File: config.mk
export PLATFORM = sky130hd
export DESIGN_NAME = gelato_alu_arbiter
export DESIGN_NICKNAME = d
export VERILOG_FILES = /design/src/rtl/gelato_alu_arbiter.sv
export SDC_FILE = /design/constraint.sdc
export NUM_CORES = 1
export LEC_CHECK = 0
export ABC_CLOCK_PERIOD_IN_PS = 4750
export CELL_PAD_IN_SITES_DETAIL_PLACEMENT = 1
export CELL_PAD_IN_SITES_GLOBAL_PLACEMENT = 1
export CORE_MARGIN = 5
export CORE_UTILIZATION = 29
export CTS_BUF_LIST = sky130_fd_sc_hd__clkbuf_4
export DETAILED_ROUTE_END_ITERATION = 6
export GPL_TIMING_DRIVEN = 0
export PLACE_DENSITY_LB_ADDON = 0.1
export SLEW_MARGIN = 40
export SYNTH_ARGS = -nofsm -noshare
export SYNTH_HDL_FRONTEND = slang
export SYNTH_SLANG_ARGS = --single-unit
export TNS_END_PERCENT = 1
File: constraint.sdc
create_clock -name clk -period 4.75 [get_ports clk]
set_input_delay 0.95 -clock clk [delete_from_list [all_inputs] [get_ports clk]]
set_output_delay 0.95 -clock clk [all_outputs]
set_load 0.01 [all_outputs]
File: src/rtl/gelato_alu_arbiter.sv
// Round-robin arbiter and task sequencer sharing one ALU among NUM_REQ requesters.
// Optional BUSY watchdog is built when GELATO_ALU_ARB_TIMEOUT_EN is defined.
module gelato_alu_arbiter #(
   parameter int NUM_REQ    = 4,
   parameter int DATA_WIDTH = 32,
   parameter int OP_WIDTH   = 5
) (
   input  logic                              clk,
   input  logic                              rst_n,
   input  logic                              rdy_i,
   input  logic [NUM_REQ-1:0]                req_valid_i,
   output logic [NUM_REQ-1:0]                req_ready_o,
   input  logic [NUM_REQ*OP_WIDTH-1:0]       req_op_i,
   input  logic [NUM_REQ*DATA_WIDTH-1:0]     req_rs1_i,
   input  logic [NUM_REQ*DATA_WIDTH-1:0]     req_rs2_i,
   output logic                              resp_valid_o,
   output logic [$clog2(NUM_REQ)-1:0]        resp_id_o,
   output logic [DATA_WIDTH-1:0]             resp_rd_o,
   output logic                              alu_valid_o,
   output logic [OP_WIDTH-1:0]               alu_op_o,
   output logic [DATA_WIDTH-1:0]             alu_rs1_o,
   output logic [DATA_WIDTH-1:0]             alu_rs2_o,
   input  logic                              alu_done_i,
   input  logic [DATA_WIDTH-1:0]             alu_rd_i,
   output logic                              err_timeout_o
);

   localparam int IDW = $clog2(NUM_REQ);
   localparam logic [IDW:0]   NUM_REQ_W = NUM_REQ[IDW:0];
   localparam logic [IDW-1:0] LAST_IDX  = IDW'(NUM_REQ - 1);

   typedef enum logic [1:0] {
      IDLE  = 2'd0,
      BUSY  = 2'd1,
      DRAIN = 2'd2
   } state_e;

   state_e                  state_q, state_d;
   logic [IDW-1:0]          rr_ptr_q, rr_ptr_d;
   logic [IDW-1:0]          cur_id_q, cur_id_d;
   logic                    alu_valid_q, alu_valid_d;
   logic [OP_WIDTH-1:0]     alu_op_q, alu_op_d;
   logic [DATA_WIDTH-1:0]   alu_rs1_q, alu_rs1_d;
   logic [DATA_WIDTH-1:0]   alu_rs2_q, alu_rs2_d;
   logic                    resp_valid_q, resp_valid_d;
   logic [IDW-1:0]          resp_id_q, resp_id_d;
   logic [DATA_WIDTH-1:0]   resp_rd_q, resp_rd_d;
`ifdef GELATO_ALU_ARB_TIMEOUT_EN
   logic [7:0]              tmo_cnt_q, tmo_cnt_d;
   logic                    err_q, err_d;
`endif

   logic                    gnt_found_s;
   logic [IDW-1:0]          gnt_idx_s;
   logic [IDW:0]            cand_s;
   logic                    grant_s;

   // Cyclic search for the first pending requester at or after rr_ptr.
   always_comb begin
      gnt_found_s = 1'b0;
      gnt_idx_s   = '0;
      cand_s      = '0;
      for (int i = 0; i < NUM_REQ; i++) begin
         cand_s = {1'b0, rr_ptr_q} + (IDW+1)'(i);
         if (cand_s >= NUM_REQ_W) begin
            cand_s = cand_s - NUM_REQ_W;
         end else begin
            cand_s = cand_s;
         end
         if (!gnt_found_s && req_valid_i[cand_s[IDW-1:0]]) begin
            gnt_found_s = 1'b1;
            gnt_idx_s   = cand_s[IDW-1:0];
         end else begin
            gnt_found_s = gnt_found_s;
         end
      end
   end

   assign grant_s = (state_q == IDLE) && rdy_i && gnt_found_s;

   // State register: every register holds while rdy_i is low.
   always_ff @(posedge clk or negedge rst_n) begin
      if (!rst_n) begin
         state_q      <= IDLE;
         rr_ptr_q     <= '0;
         cur_id_q     <= '0;
         alu_valid_q  <= 1'b0;
         alu_op_q     <= '0;
         alu_rs1_q    <= '0;
         alu_rs2_q    <= '0;
         resp_valid_q <= 1'b0;
         resp_id_q    <= '0;
         resp_rd_q    <= '0;
`ifdef GELATO_ALU_ARB_TIMEOUT_EN
         tmo_cnt_q    <= 8'd0;
         err_q        <= 1'b0;
`endif
      end else begin
         state_q      <= state_d;
         rr_ptr_q     <= rr_ptr_d;
         cur_id_q     <= cur_id_d;
         alu_valid_q  <= alu_valid_d;
         alu_op_q     <= alu_op_d;
         alu_rs1_q    <= alu_rs1_d;
         alu_rs2_q    <= alu_rs2_d;
         resp_valid_q <= resp_valid_d;
         resp_id_q    <= resp_id_d;
         resp_rd_q    <= resp_rd_d;
`ifdef GELATO_ALU_ARB_TIMEOUT_EN
         tmo_cnt_q    <= tmo_cnt_d;
         err_q        <= err_d;
`endif
      end
   end

   // Next-state logic for the FSM and its datapath registers.
   always_comb begin
      state_d      = state_q;
      rr_ptr_d     = rr_ptr_q;
      cur_id_d     = cur_id_q;
      alu_valid_d  = alu_valid_q;
      alu_op_d     = alu_op_q;
      alu_rs1_d    = alu_rs1_q;
      alu_rs2_d    = alu_rs2_q;
      resp_valid_d = resp_valid_q;
      resp_id_d    = resp_id_q;
      resp_rd_d    = resp_rd_q;
`ifdef GELATO_ALU_ARB_TIMEOUT_EN
      tmo_cnt_d    = tmo_cnt_q;
      err_d        = err_q;
`endif
      if (rdy_i) begin
         resp_valid_d = 1'b0;
         case (state_q)
            IDLE: begin
               if (grant_s) begin
                  alu_op_d    = req_op_i[int'(gnt_idx_s)*OP_WIDTH +: OP_WIDTH];
                  alu_rs1_d   = req_rs1_i[int'(gnt_idx_s)*DATA_WIDTH +: DATA_WIDTH];
                  alu_rs2_d   = req_rs2_i[int'(gnt_idx_s)*DATA_WIDTH +: DATA_WIDTH];
                  alu_valid_d = 1'b1;
                  cur_id_d    = gnt_idx_s;
                  rr_ptr_d    = (gnt_idx_s == LAST_IDX) ? '0 : gnt_idx_s + IDW'(1);
                  state_d     = BUSY;
`ifdef GELATO_ALU_ARB_TIMEOUT_EN
                  tmo_cnt_d   = 8'd0;
`endif
               end else begin
                  state_d = IDLE;
               end
            end
            BUSY: begin
               if (alu_done_i) begin
                  resp_rd_d    = alu_rd_i;
                  resp_id_d    = cur_id_q;
                  resp_valid_d = 1'b1;
                  alu_valid_d  = 1'b0;
                  state_d      = DRAIN;
`ifdef GELATO_ALU_ARB_TIMEOUT_EN
               end else if (tmo_cnt_q == 8'd254) begin
                  // Abandon the task silently; the flag stays up until reset.
                  tmo_cnt_d   = 8'd255;
                  err_d       = 1'b1;
                  alu_valid_d = 1'b0;
                  state_d     = DRAIN;
               end else begin
                  tmo_cnt_d = tmo_cnt_q + 8'd1;
`else
               end else begin
                  state_d = BUSY;
`endif
               end
            end
            DRAIN: begin
               if (!alu_done_i) begin
                  state_d = IDLE;
               end else begin
                  state_d = DRAIN;
               end
            end
            default: begin
               state_d     = IDLE;
               alu_valid_d = 1'b0;
            end
         endcase
      end else begin
         state_d = state_q;
      end
   end

   // Output decode: one-hot combinational grant.
   always_comb begin
      req_ready_o = '0;
      if (grant_s) begin
         req_ready_o[gnt_idx_s] = 1'b1;
      end else begin
         req_ready_o = '0;
      end
   end

   assign resp_valid_o = resp_valid_q;
   assign resp_id_o    = resp_id_q;
   assign resp_rd_o    = resp_rd_q;
   assign alu_valid_o  = alu_valid_q;
   assign alu_op_o     = alu_op_q;
   assign alu_rs1_o    = alu_rs1_q;
   assign alu_rs2_o    = alu_rs2_q;
`ifdef GELATO_ALU_ARB_TIMEOUT_EN
   assign err_timeout_o = err_q;
`else
   assign err_timeout_o = 1'b0;
`endif

endmodule

==> flow_metrics.tcl, run 1 <==
set metrics [dict create \
    status "finished clean" \
    htreeDepth 3 \
    critPathMaxFanout 11 \
    grt_setup_unrepaired "false" \
    worstMarginPinSlew_ns 0.6875 \
    synth_cell_type_count 34 \
    place_hpwl_um 26420 \
    ios 426 \
    numCtsBuffers 9 \
    fin_crit_sh_pct 96.07 \
    placed_cells 1444 \
    clockBufferDepth 2 \
    io_buffers 424 \
    drv_cap 0 \
    wl_per_cell_um 22.86 \
    antenna_found_initial 5 \
    synth.largest_area_cell "dfrtp_1" \
    viasPerCell 5.174 \
    fin_ws_ns 0.1869 \
    syn_area_per_cell_um2 9.863 \
    dp_slack_ns 0.1153 \
    ys_warn_count 0 \
    die_area_um2 26990 \
    power_density_nw_per_um2 465.1 \
    die_h_um 164.3 \
    ir_drop_mv 0.1868 \
    ctsRootBufferMaster "clkbuf_4" \
    multi_input_area_um2 3716 \
    slew_headroom_pct 53.86 \
    clk_latency_ns 0.51 \
    worst_setup_path_end_kind "output port" \
    cts_hold_buf 0 \
    ff_latch_area_um2 2778 \
    drive_gt1_share_pct 8.501 \
    clkSinkCount 111 \
    path_clk_slew_ns 0.21 \
    postLayoutCoreUtil_pct 50.04 \
    finalNetCount 1456 \
    syn_inst 700 \
    wl_um 33440 \
    firstDrtPassIters 5 \
    start_util_pct 29.41 \
    cts_resized 0 \
    synth_area_um2 6904 \
    fp.dieW_um 164.3 \
    cp-start-kind "input port" \
    vias 7569 \
    drv_slew 0 \
    post_cts_buffers 0 \
    drtAntennaViolNets 0 \
    track_usage_pct 23.60 \
    drt_iter0_markers 317 \
    grt_max_degree 69 \
    final_cells 1463 \
    fillers 2713 \
    synth_area_leaders "dfrtp_1 40%, mux2i_1 10%, a211o_1 8.8%" \
    final_cell_mix "423 x clkdlybuf4s50_1, 111 x dfrtp_1, 81 x nand2_1" \
    synthesis.nets 1020 \
    clock_skew_ns 0.02318 \
    worstHoldPathType "input port to asynchronous set/reset pin" \
    min_period_ns 4.563 \
    synth-seq-cells 111 \
    fmax_mhz 219.1 \
    p_leak_uw 0.004704 \
    worst_ep_arrival_time_ns 3.61 \
    hold_viol 0 \
    finalSetupViolCount 0 \
    overflow 0 \
    grt_first_pass_wirelength_um 48820 \
    synth.top_cell.area_share_pct 40.23 \
    crit_required_ns 3.80 \
    cts_tree "built" \
    seq_area_frac_synth_pct 40.23 \
    syn2layout_area_growth_pct 70.12 \
    place_congestion 0.7911 \
    remaining_drc_errors 0 \
    core-area_um2 23470 \
    crit_type "input port to output port" \
    grt_pass1_vias 8241 \
    final_common_cell "clkdlybuf4s50_1" \
    whs_ns 0.2795 \
    row_count 56 \
]
==> kinds of logic (layout without fill, tap and decap cells) <==
logic type	count (synthesis)	after routing	share of synthesized area [%]
AO/OA/AOI/OAI	220	220	24.88
adder cells (fa/ha/maj)	4	4	0.7249
buffers and inverters	90	531	6.053
flip-flops	111	111	40.23
multiplexers	103	103	15.55
other	1	4	0.05432
AND/OR/NAND/NOR	171	171	12.50
==> layout make-up <==
class / count / share of cell area, %
clock buffers: 9 / 0.5753
clock inverters: 7 / 0.6605
multi-input cells: 499 / 31.64
flip-flops and latches: 111 / 23.65
diodes: 3 / 0.06392
plain buffers: 86 / 3.473
well taps: 319 / 3.398
inverters: 4 / 0.1278
repair buffers: 425 / 36.41
==> path summary, 6_finish.rpt <==
check                               startpoint  depth (start not counted)             end  slack, ns
worst max-delay path            req_valid_i[3]                         10  req_ready_o[0]       0.19
worst min-delay path                     rst_n                          1   resp_rd_o[19]       0.28
worst max register to register     rr_ptr_q[1]                          7     alu_op_o[4]       2.28
worst min register to register     cur_id_q[1]                          2     cur_id_q[1]       0.51
max in group asynchronous                rst_n                          2   alu_rs1_o[10]       3.75
min in group clk                   cur_id_q[1]                          2     cur_id_q[1]       0.51
==> layer usage <==
layer | up-vias | share of wire (%) | GRT usage [%]
met1 | 3630 | 39 | 27.90
met5 | - | 0.075 | 0
met3 | 46 | 8.2 | 6.399
met4 | 4 | 2.6 | 7.549
li1 | 3603 | - | -
met2 | 286 | 50 | 41.49
==> power by group <==
group | switching [uW] | total [uW] | internal [uW]
Clock | 392 | 516 | 124
Combinational | 1640 | 3310 | 1670
Sequential | 245 | 1630 | 1390
Total | 2280 | 5460 | 3180
==> cells in the mapped netlist <==
library cell / number
a21oi_1: 2
mux2_2: 34
conb_1: 1
or2_1: 1
a21o_1: 1
mux2i_1: 69
o31ai_1: 69
nand2_2: 1
o21ai_0: 4
a21oi_2: 1
nand2_1: 81
nor2b_1: 3
o21a_1: 1
nand4_1: 69
dfrtp_1: 111
a211o_1: 69
ha_1: 4
clkbuf_1: 44
or4_1: 1
buf_6: 2
o21ai_1: 3
nor3_4: 1
nor3b_1: 1
nand2b_1: 1
a2111oi_0: 1
buf_4: 7
buf_1: 2
buf_2: 31
inv_2: 2
o211ai_1: 69
nor2_1: 6
nand3_1: 1
and2_1: 5
inv_1: 2
==> stage by stage <==
stage	TNS, ns	instance area (um^2)	power [uW]
3_5_place_dp	0	11580	5010
4_1_cts	0	11730	5535
3_3_place_gp	-233.56	11550	4940
2_1_floorplan	0	6904	3271
5_1_grt	0	11750	5853
6_report	0	11750	5462
==> sequential cells by signal, indices dropped and copies added, names as in the netlist <==
| signal | cells |
|---|---|
| alu_op_o | 5 |
| resp_valid_o | 1 |
| alu_valid_o | 1 |
| state_q | 2 |
| rr_ptr_q | 2 |
| resp_rd_o | 32 |
| cur_id_q | 2 |
| resp_id_o | 2 |
| alu_rs2_o | 32 |
| alu_rs1_o | 32 |
==> worst max-delay path: stages <==
cell and delay, ns:
clkdlybuf4s50_1 0.61, nor2b_1 0.10, o21a_1 0.18, buf_2 0.19, nor3_4 0.26, inv_2 0.17, clkbuf_4 0.27, ha_1 0.23
and2_1 0.14, clkdlybuf4s50_1 0.52
(Power assumes the default switching activity.)
==> run 2: changes to the inputs <==
--- a/config.mk
+++ b/config.mk
@@ -8,6 +8,7 @@
 export ABC_CLOCK_PERIOD_IN_PS = 4750
 export CELL_PAD_IN_SITES_DETAIL_PLACEMENT = 1
 export CELL_PAD_IN_SITES_GLOBAL_PLACEMENT = 1
+export CORE_ASPECT_RATIO = 0.7
 export CORE_MARGIN = 5
 export CORE_UTILIZATION = 29
 export CTS_BUF_LIST = sky130_fd_sc_hd__clkbuf_4
==> flow_metrics.tcl, run 2 (synthesized netlist as in run 1, its figures left out) <==
set metrics [dict create \
    status "finished clean" \
    p_seq_share_pct 29.5 \
    path_cells "clkdlybuf4s50_1 -> nand2b_1 -> a21oi_4 -> nor3_4 -> inv_2 -> clkbuf_4 -> ha_1 -> and2_1 -> clkdlybuf4s50_1" \
    clkSinkCount 111 \
    wl_per_cell_um 22.71 \
    startpoint "req_valid_i[2]" \
    grt_max_degree 69 \
    final_cell_mix "422 x clkdlybuf4s50_1, 111 x dfrtp_1, 81 x nand2_1" \
    path_clk_slew_ns 0.20 \
    antenna_found_initial 2 \
    worst_ep_arrival_time_ns 3.59 \
    drt_iter0_markers 410 \
    remaining_drc_errors 0 \
    grt_first_pass_wirelength_um 50430 \
    clock_skew_ns 0.02035 \
    grt_pass1_vias 8190 \
    syn2layout_area_growth_pct 70.51 \
    tns_ns 0 \
    cts_tree "built" \
    p_clk_share_pct 10.2 \
    grt_setup_unrepaired "false" \
    final_cells 1460 \
    postLayoutCoreUtil_pct 50.05 \
    critPathTopFamily "buffers and inverters" \
    worst-path-stages 9 \
    clk_latency_ns 0.50 \
    ios 426 \
    slew_headroom_pct 48.43 \
    die_area_um2 27040 \
    overflow 0 \
    worstMarginPinSlew_ns 0.7684 \
    htreeDepth 3 \
    fin_crit_sh_pct 95.56 \
    cp-start-kind "input port" \
    power_density_nw_per_um2 470.3 \
    drv_cap 0 \
    die_h_um 139.1 \
    critPathMaxFanout 11 \
    dp_slack_ns -0.04021 \
    ff2ff_setup_slack_ns 2.24 \
    worst_setup_path_end_kind "output port" \
    cp_slowest_cell "clkdlybuf4s50_1" \
    fin_ws_ns 0.2109 \
    combPwrFrac_pct 60.3 \
    hold_viol 0 \
    numCtsBuffers 9 \
    track_usage_pct 23.69 \
    worstHoldPathType "input port to asynchronous set/reset pin" \
    io_buffers 424 \
    fp.dieW_um 194.4 \
    r2r-end "alu_op_o[4]" \
    ctsRootBufferMaster "clkbuf_4" \
    cts_hold_buf 0 \
    clockBufferDepth 2 \
    drv_slew 0 \
    drive_gt1_share_pct 8.501 \
    crit_required_ns 3.80 \
    crit_type "input port to output port" \
    row_count 47 \
    p_sw_share_pct 41.47 \
    vias 7594 \
    placed_cells 1443 \
    fmax_mhz 220.3 \
    firstDrtPassIters 4 \
    final_common_cell "clkdlybuf4s50_1" \
    drtAntennaViolNets 0 \
    path_buf_inv 4 \
    ir_drop_mv 0.1774 \
    slowest_delay_ns 0.57 \
    post_cts_buffers 0 \
    finalSetupViolCount 0 \
    cpMostUsedCell "clkdlybuf4s50_1" \
    whs_ns 0.3097 \
    r2r_cells 7 \
    place_hpwl_um 26420 \
    wl_um 33160 \
    finalNetCount 1456 \
    viasPerCell 5.201 \
    p_leak_uw 0.004728 \
    endpoint "req_ready_o[2]" \
    switching_power_uw 2296 \
    intPower_uw 3241 \
    min_period_ns 4.539 \
    start_util_pct 29.35 \
    r2r_start "rr_ptr_q[1]" \
    place_congestion 0.8158 \
    core-area_um2 23520 \
]
==> run 2: cell types whose count changed in the layout (fill, tap and decap cells not counted), sizes merged <==
cell           delta
bufinv            +1
diode             -2
clkdlybuf4s50     -1
clkinv            +1
clkinvlp          -1
inv               -1
dlymetal6s2s      +1
==> run 2: worst min path at each step <==
stage	end	slack [ns]	cells after the start
after floorplan	cur_id_q[0]	0.45	2
after global placement	cur_id_q[0]	0.47	2
after detailed placement	cur_id_q[0]	0.47	2
after CTS	alu_rs2_o[3]	0.28	1
after global routing	alu_rs2_o[3]	0.28	1
final	alu_rs2_o[3]	0.31	1
==> run 2: cell type report <==
| class | instances | area (um^2) |
|---|---|---|
| Antenna cell | 1 | 2.502 |
| Buffer | 86 | 407.9 |
| Clock buffer | 9 | 67.56 |
| Clock inverter | 7 | 105.1 |
| Fill cell | 2655 | 11750 |
| Inverter | 4 | 17.52 |
| Multi-Input combinational cell | 499 | 3717 |
| Sequential cell | 111 | 2778 |
| Tap cell | 318 | 397.9 |
| Timing Repair Buffer | 425 | 4279 |
==> run 2: worst register-to-register path, delay by kind of cell, from the launching register on <==
| kind | cells | cell delay [ns] |
|---|---|---|
| flip-flops | 1 | 0.49 |
| buffers and inverters | 2 | 0.62 |
| AO/OA/AOI/OAI | 3 | 1.04 |
| AND/OR/NAND/NOR | 2 | 0.31 |
==> run 2: stage by stage <==
step           instance area (um^2)  total power, uW
2_1_floorplan                  6904             3271
3_3_place_gp                  11550             4958
3_5_place_dp                  11580             5030
4_1_cts                       11760             5613
5_1_grt                       11770             5924
6_report                      11770             5537
==> run 2: metal layers <==
layer / track usage (%) / share of wire (%) / wire (um) / up-vias
met5: 0 / 0.039 / 13 / -
met4: 4.364 / 1.4 / 454 / 2
met3: 6.994 / 7.1 / 2353 / 28
met2: 39.59 / 48 / 16010 / 254
met1: 30.88 / 43 / 14330 / 3714
li1: - / - / - / 3596
==> run 2: repair_timing <==
item | CTS | global route
resized for setup | 1 | 5
setup endpoints to repair | 2 | 3
pin swaps | 0 | 0
==> run 2: power by group through the flow <==
stage	clock network, uW	registers (uW)	logic, uW
4_1_cts	593	1640	3380
6_report	563	1630	3340
5_1_grt	624	1690	3610
2_1_floorplan	0	1840	1440
3_5_place_dp	0	1660	3370
3_3_place_gp	0	1640	3320
==> run 3: changes to the inputs <==
--- a/config.mk
+++ b/config.mk
@@ -6,6 +6,7 @@
 export NUM_CORES = 1
 export LEC_CHECK = 0
 export ABC_CLOCK_PERIOD_IN_PS = 4750
+export CAP_MARGIN = 5
 export CELL_PAD_IN_SITES_DETAIL_PLACEMENT = 1
 export CELL_PAD_IN_SITES_GLOBAL_PLACEMENT = 1
 export CORE_ASPECT_RATIO = 0.7
@@ -14,7 +15,7 @@
 export CTS_BUF_LIST = sky130_fd_sc_hd__clkbuf_4
 export DETAILED_ROUTE_END_ITERATION = 6
 export GPL_TIMING_DRIVEN = 0
-export PLACE_DENSITY_LB_ADDON = 0.1
+export PLACE_DENSITY = 0.95
 export SLEW_MARGIN = 40
 export SYNTH_ARGS = -nofsm -noshare
 export SYNTH_HDL_FRONTEND = slang
==> flow_metrics.tcl, run 3 (synthesized netlist as in run 1, its figures left out) <==
set metrics [dict create \
    multi_input_area_um2 3720 \
    crit_required_ns 3.80 \
    slowest_delay_ns 0.61 \
    cp-start-kind "input port" \
    worst_ep_arrival_time_ns 3.65 \
    track_usage_pct 26.21 \
    row_count 47 \
    crit_type "input port to output port" \
    r2r_cells 7 \
    die_area_um2 27040 \
    tns_ns 0 \
    drv_cap 0 \
    syn2layout_area_growth_pct 70.39 \
    critPathMaxFanout 11 \
    cts_resized 2 \
    drtAntennaViolNets 0 \
    ios 426 \
    vias 7923 \
    fp.dieW_um 194.4 \
    worst-path-stages 10 \
    drive_gt1_share_pct 8.589 \
    ir_drop_mv 0.1839 \
    fin_crit_sh_pct 96.92 \
    clkSinkCount 111 \
    final_cell_mix "423 x clkdlybuf4s50_1, 111 x dfrtp_1, 81 x nand2_1" \
    remaining_drc_errors 0 \
    overflow 0 \
    place_hpwl_um 29660 \
    grt_first_pass_wirelength_um 55400 \
    cp_slowest_cell "clkdlybuf4s50_1" \
    clockBufferDepth 2 \
    fillers 2637 \
    worstMarginPinSlew_ns 0.6246 \
    critPathTopFamily "buffers and inverters" \
    finalNetCount 1456 \
    drv_slew 0 \
    grt_setup_unrepaired "true" \
    finalSetupViolCount 0 \
    grt_pass1_vias 8857 \
    fmax_mhz 217.2 \
    cpMostUsedCell "clkdlybuf4s50_1" \
    path_buf_inv 5 \
    numCtsBuffers 9 \
    path_clk_slew_ns 0.22 \
    clk_latency_ns 0.52 \
    path_cells "clkdlybuf4s50_1 -> nor2b_1 -> o21a_1 -> buf_2 -> nor3_4 -> inv_4 -> buf_4 -> ha_1 -> and2_1 -> clkdlybuf4s50_1" \
    slew_headroom_pct 58.36 \
    power_density_nw_per_um2 479.9 \
    final_cell_area_um2 11760 \
    status "finished clean" \
    wl_um 36870 \
    place_congestion 0.8637 \
    cts_tree "built" \
    worstHoldPathType "input port to asynchronous set/reset pin" \
    final_common_cell "clkdlybuf4s50_1" \
    io_buffers 424 \
    drt_iter0_markers 331 \
    core-area_um2 23520 \
    worst_setup_path_end_kind "output port" \
    viasPerCell 5.423 \
    die_h_um 139.1 \
    wl_per_cell_um 25.23 \
    start_util_pct 29.35 \
    clock_skew_ns 0.04186 \
    p_leak_uw 0.004715 \
    firstDrtPassIters 5 \
    ff_latch_area_um2 2778 \
    post_cts_buffers 0 \
    min_period_ns 4.603 \
    htreeDepth 3 \
    placed_cell_area_um2 11580 \
    grt_max_degree 73 \
    antenna_found_initial 4 \
    cts_hold_buf 0 \
    hold_viol 0 \
    ctsRootBufferMaster "clkbuf_4" \
]
[run 3: power breakdown]
part | leakage [uW] | switching (uW) | internal [uW] | total, uW
Combinational | 0.00326 | 1760 | 1680 | 3430
Clock | 0.0000845 | 408 | 136 | 544
Sequential | 0.00137 | 278 | 1390 | 1670
Total | 0.00472 | 2440 | 3200 | 5650
[run 3: area by class of cell]
class / instances / area share [%]
multi-input cells: 499 / 31.62
clock inverters: 7 / 0.7977
plain buffers: 86 / 3.467
clock buffers: 9 / 0.5743
diodes: 2 / 0.04254
well taps: 318 / 3.382
inverters: 4 / 0.1489
repair buffers: 425 / 36.35
flip-flops and latches: 111 / 23.61
[run 3: layer usage]
layer / GRT usage (%) / part of all wire, %
met1: 32.18 / 41
met2: 44.85 / 49
met3: 7.698 / 7.2
met4: 7.655 / 2.4
met5: 0 / 0.057
[run 3: path summary, 6_finish.rpt]
path	start	end	slack, ns
hold / removal	rst_n	alu_rs2_o[5]	0.27
max in group asynchronous	rst_n	rr_ptr_q[0]	3.79
setup / recovery	req_valid_i[3]	req_ready_o[2]	0.15
hold reg to reg	alu_rs2_o[16]	alu_rs2_o[16]	0.53
min in group clk	alu_rs2_o[16]	alu_rs2_o[16]	0.53
setup reg to reg	rr_ptr_q[1]	alu_op_o[4]	2.28
[run 3: metrics by stage]
| stage | cells | setup WS [ns] | total power (uW) | utilization (%) | hold slack [ns] |
|---|---|---|---|---|---|
| 2_1_floorplan | 700 | 1.620 | 3271 | - | 0.4517 |
| 3_3_place_gp | 1442 | -1.797 | 4917 | 49.09 | 0.4673 |
| 3_5_place_dp | 1443 | -0.1027 | 5121 | 49.24 | 0.4901 |
| 4_1_cts | 1459 | 0.02040 | 5682 | 49.97 | 0.2377 |
| 5_1_grt | 1461 | -0.004219 | 5984 | 50.01 | 0.2423 |
| 6_report | 1461 | 0.1465 | 5645 | 50.01 | 0.2718 |
[run 3: worst reg2reg max path: cells and delay by family, from the launching register on]
| family | cells | cell delay (ns) |
|---|---|---|
| AO/OA/AOI/OAI | 2 | 0.43 |
| AND/OR/NAND/NOR | 3 | 0.75 |
| buffers and inverters | 2 | 0.76 |
| flip-flops | 1 | 0.48 |
